`config.mk`:
```
export PLATFORM = sky130hd
export DESIGN_NAME = square_motion_ctrl
export DESIGN_NICKNAME = d
export VERILOG_FILES = /design/src/rtl/square_motion_ctrl.sv
export SDC_FILE = /design/constraint.sdc
export NUM_CORES = 1
export LEC_CHECK = 0
export BUFFER_PORTS_ARGS = -buffer_cell sky130_fd_sc_hd__buf_2
export CORE_ASPECT_RATIO = 1.5
export CORE_MARGIN = 1.5
export CORE_UTILIZATION = 51
export DETAILED_ROUTE_END_ITERATION = 8
export GPL_ROUTABILITY_DRIVEN = 0
export PLACE_DENSITY = 0.77
export SLEW_MARGIN = 20
export SYNTH_ARGS = -nofsm -noshare
export SYNTH_HDL_FRONTEND = slang
export SYNTH_SLANG_ARGS = --single-unit
```
`constraint.sdc`:
```
create_clock -name clk -period 5.2 [get_ports clk]
set_clock_uncertainty 0.05 [all_clocks]
set_input_delay 0.52 -clock clk [delete_from_list [all_inputs] [get_ports clk]]
set_output_delay 0.52 -clock clk [all_outputs]
set_load 0.02 [all_outputs]
```
`src/rtl/square_motion_ctrl.sv`:
```
// Moves a fixed-size square around the OLED one pixel per step period in the
// direction of the last button press, stopping at the screen edges.
module square_motion_ctrl #(
  parameter int SCREEN_W    = 96,
  parameter int SCREEN_H    = 64,
  parameter int SQ_LEN      = 9,
  parameter int STEP_CYCLES = 1250000,
  parameter int X_INIT      = 43,
  parameter int Y_INIT      = 27
) (
  input  logic        clk,
  input  logic        rst,
  input  logic        btnU,
  input  logic        btnD,
  input  logic        btnL,
  input  logic        btnR,
  input  logic        btnC,
  input  logic [12:0] pixel_index,
  output logic [7:0]  X_coord_start,
  output logic [7:0]  Y_coord_start,
  output logic [7:0]  length,
  output logic        moving
);

  localparam int CW = (STEP_CYCLES > 2) ? $clog2(STEP_CYCLES) : 1;
  localparam logic [CW-1:0] CNT_LAST = CW'(STEP_CYCLES - 1);
  localparam logic [7:0] X_MAX = 8'(SCREEN_W - 1 - SQ_LEN);
  localparam logic [7:0] Y_MAX = 8'(SCREEN_H - 1 - SQ_LEN);

  typedef enum logic {IDLE, RUN} state_t;
  typedef enum logic [1:0] {UP, DOWN, LEFT, RIGHT} dir_t;

  state_t        state, state_n;
  dir_t          dir, dir_n, dir_press;
  logic [CW-1:0] cnt, cnt_n;
  logic [7:0]    xw, xw_n, yw, yw_n;
  logic [4:0]    btn_q;
  logic          armed;
  logic [4:0]    press;
  logic          press_c, press_dir;

  assign length = 8'(SQ_LEN);

  // Order is {C, U, D, L, R}; armed masks the first cycle after reset so a
  // button held through reset release is absorbed rather than seen as a press.
  assign press     = {btnC, btnU, btnD, btnL, btnR} & ~btn_q & {5{armed}};
  assign press_c   = press[4];
  assign press_dir = |press[3:0];

  always_comb begin
    dir_press = RIGHT;
    if (press[3])      dir_press = UP;
    else if (press[2]) dir_press = DOWN;
    else if (press[1]) dir_press = LEFT;
  end

  always_comb begin
    state_n = state;
    dir_n   = dir;
    cnt_n   = cnt;
    xw_n    = xw;
    yw_n    = yw;
    case (state)
      IDLE: begin
        cnt_n = '0;
        if (!press_c && press_dir) begin
          dir_n   = dir_press;
          state_n = RUN;
        end
      end
      RUN: begin
        if (press_c) begin
          cnt_n   = '0;
          state_n = IDLE;
        end else if (press_dir) begin
          dir_n = dir_press;
          cnt_n = '0;
        end else if (cnt == CNT_LAST) begin
          cnt_n = '0;
          // Stop in the same cycle the square reaches, or already sits on, the limit.
          case (dir)
            UP: begin
              if (yw == 8'd0) state_n = IDLE;
              else begin
                yw_n = yw - 8'd1;
                if (yw == 8'd1) state_n = IDLE;
              end
            end
            DOWN: begin
              if (yw >= Y_MAX) state_n = IDLE;
              else begin
                yw_n = yw + 8'd1;
                if (yw == Y_MAX - 8'd1) state_n = IDLE;
              end
            end
            LEFT: begin
              if (xw == 8'd0) state_n = IDLE;
              else begin
                xw_n = xw - 8'd1;
                if (xw == 8'd1) state_n = IDLE;
              end
            end
            default: begin
              if (xw >= X_MAX) state_n = IDLE;
              else begin
                xw_n = xw + 8'd1;
                if (xw == X_MAX - 8'd1) state_n = IDLE;
              end
            end
          endcase
        end else begin
          cnt_n = cnt + CW'(1);
        end
      end
      default: state_n = IDLE;
    endcase
  end

  always_ff @(posedge clk) begin
    if (rst) begin
      state         <= IDLE;
      dir           <= RIGHT;
      cnt           <= '0;
      btn_q         <= '0;
      armed         <= 1'b0;
      xw            <= 8'(X_INIT);
      yw            <= 8'(Y_INIT);
      X_coord_start <= 8'(X_INIT);
      Y_coord_start <= 8'(Y_INIT);
      moving        <= 1'b0;
    end else begin
      state  <= state_n;
      dir    <= dir_n;
      cnt    <= cnt_n;
      btn_q  <= {btnC, btnU, btnD, btnL, btnR};
      armed  <= 1'b1;
      xw     <= xw_n;
      yw     <= yw_n;
      moving <= (state_n == RUN);
      // Only update the displayed position at frame start to avoid tearing.
      if (pixel_index == 13'd0) begin
        X_coord_start <= xw;
        Y_coord_start <= yw;
      end
    end
  end

endmodule
```
==> impl_results.md <==
* Worst-Margin Slew at 831 ps
* Setup bufs post-CTS at 0
* Remaining DRCs at 0
* Post-route cell area at 3600 sq um
* HPWL after DPL at 4.80 mm
* RSZ-0062 raised after global routing: false
* GR peak layer: met2
* CTS HTree Levels at 3
* Largest fanout on the critical path at 19
* Commonest non-fill, non-tap cells in the layout: dfxtp_1 (62), nor2_1 (49), buf_2 (36), nand2_1 (19), nor2b_1 (18)
* Dpl cells at 461
* Netlist cell types at 47
* Total number of yosys warnings at 0
* Seq/Total Area, Yosys at 38.9%
* Slew Viols, Final at 0
* CTS Buffer Depth at 2
* Min-Delay Endpoint: btn_q[3]$_SDFF_PP0_
* Ys async rst share at 0%
* Max frequency at 328 MHz
* Flop2flop setup slack at 2150 ps
* Vias/cell at 5.68
* EDFF count, synth at 0
* PD cells at 280 nW/um^2
* CTS tree: yes
* Root Driver: clkbuf_8
* VDD IR max at 200 uV
* Commonest non-fill, non-tap cell in the layout: dfxtp_1
* Wire length per cell at approximately 14 microns
* Initial antenna violation count at 0
* Reg2reg end: yw[7]$_SDFFE_PP0P_
* CORE AREA at 6090 sq um
* Post-CTS Resized at 0
* Outcome: complete, no violations
* First-pass iteration count of the detailed router at 4
* Worst Path Class, Setup: register to register
* Post-Route Setup TNS at 0 ps
* Cts hold-fix bufs at 0
* Clk_lat worst skew at 340 ps
* First-pass GRT wire length at between 10 and 15 mm
* Largest net degree at the start of global routing at 35
* Worst-path clk slew at around 70 ps
* R2R depth at 6
* Crit path DAT at between 3000 and 4000 ps
* Io pins at 45
* R2r startpoint: cnt[0]$_SDFF_PP0_
* CTS Buf Count at 9
* Nature of the critical path endpoint: register
* Overall power at 1.01 mW
* Vias in the first global route at 2576
* Layout area overhead at 12.7%
* Layout cells sized above 1 at 14.9%
* Multi-input gate area at roughly 1800 sq um
* Worst path required time at 5390 ps
* Total wire length at 6.71 mm
* Synth Cell Area at about 3200 sq um
* Area of placed instances at 3370 sq um
* Final setup vio count at 0
* Register area at 1240 sq um
* Met2 usage at 38.5%
* Critical path launch point type: register
* CTS sink cnt at 62
* DRT antenna net count at 0
* Slew headroom at about 45%
* All-Layer GR Usage at ~22%
* Synthesized area per cell at 8.65 sq um
* Starting density of the core at a little over half
* PortBufs at 36
* Met1 global-route usage at 21.4%
* Antenna diodes at 0
* Grt total ovfl at 0
* LEAKAGE at around 1.5 nW
* Die W at 67.6 microns
* Post-route insts no fill at 478
* Final core occ at 59.1%
* Total die area at 6750 sq um
* Minimum clock period after layout at approximately 3000 ps
* M3 GR Usage at roughly 6.1%
* Ys flop type: dfxtp_1
* Number of nets in the layout at 430
* Vias at 2715
* Worst hold path stage count at 2
* Site Rows at 35
* Flops & latches, synth at 62
* Final Hold Fails at 0
* Maxcap violations at 0
* Worst min-delay path startpoint: btnU
* Post-Syn Instances at 369
* Worst Hold Class: input port to register
* Final period util at 58.6%
* Die H at 99.9 microns
* Initial DRC Count at 216
* Filler instances at 559
synthesized netlist by cell type, drive strengths merged (9+ instances only):
library cell | count | area share, %
dfxtp | 62 | 39
nor2 | 49 | 5.8
nand2 | 19 | 2.2
nor2b | 18 | 3.5
clkbuf | 16 | 1.9
mux2i | 15 | 4.7
nor4 | 13 | 2.5
xor2 | 13 | 3.6
nand3 | 12 | 1.9
a21oi | 11 | 1.7
ha | 11 | 4.3
or4 | 11 | 2.7
buf | 9 | 2.0
nor3 | 9 | 1.4
o21ai | 9 | 1.4
power by group:
| part | switching [mW] | total, mW | internal [mW] |
|---|---|---|---|
| clock network | 0.178 | 0.460 | 0.282 |
| logic | 0.0404 | 0.0609 | 0.0205 |
| registers | 0.00656 | 0.486 | 0.480 |
| total | 0.225 | 1.01 | 0.782 |
cells by family after synthesis:
logic type	share of synthesized area, %
DFF	38.9
other	0.235
AOI/OAI and AO/OA	11.6
and+or+nand+nor	28.3
adders and majority gates	4.31
xor gates and xnor gates	5.76
buffers and inverters	4.70
muxes	6.12
routing by layer:
layer	share of wire [%]	up-vias
met5	0	-
met4	3.5	0
met3	2.9	15
met2	54	53
met1	40	1275
li1	-	1372
critical path, cell delays in order (launching register included):
cell and delay [ps]:
dfxtp_1 380, ha_1 200, nand3_1 190, or2_2 390, or4_1 770, a2111oi_0 560, mux2_2 390
layout make-up:
class                      instances  area share [%]
inverter                           7           0.730
sequential                        62            34.5
clock inverter                     4            1.95
multi-input combinational        281            50.7
clock buffer                      12            4.03
timing repair buffer              38            5.53
tap                               74            2.57
how the worst max path moves through the flow:
stage	start	end	slack [ps]	depth (start not counted)
floorplan	btnU	yw[5]$_SDFFE_PP0P_	2520	6
global placement	btnU	yw[5]$_SDFFE_PP0P_	2100	6
detailed placement	btnU	yw[7]$_SDFFE_PP0P_	1980	6
CTS	cnt[0]$_SDFF_PP0_	yw[7]$_SDFFE_PP0P_	2130	6
global route	cnt[0]$_SDFF_PP0_	yw[5]$_SDFFE_PP0P_	2020	6
finish	cnt[0]$_SDFF_PP0_	yw[7]$_SDFFE_PP0P_	2150	6
metrics by stage:
stage               worst slack (ps)  hold slack (ps)
finish                          2150              369
global placement                2100              400
detailed placement              1980              409
CTS                             2130              347
floorplan                       2520              387
global route                    2020              362
flip-flops by register name (all words and copies together), names as in the netlist:
name,flops
dir,2
yw,8
Y_coord_start,8
X_coord_start,8
armed,1
cnt,21
state,1
btn_q,5
xw,8
No activity file was read; power rests on OpenSTA's default activity.
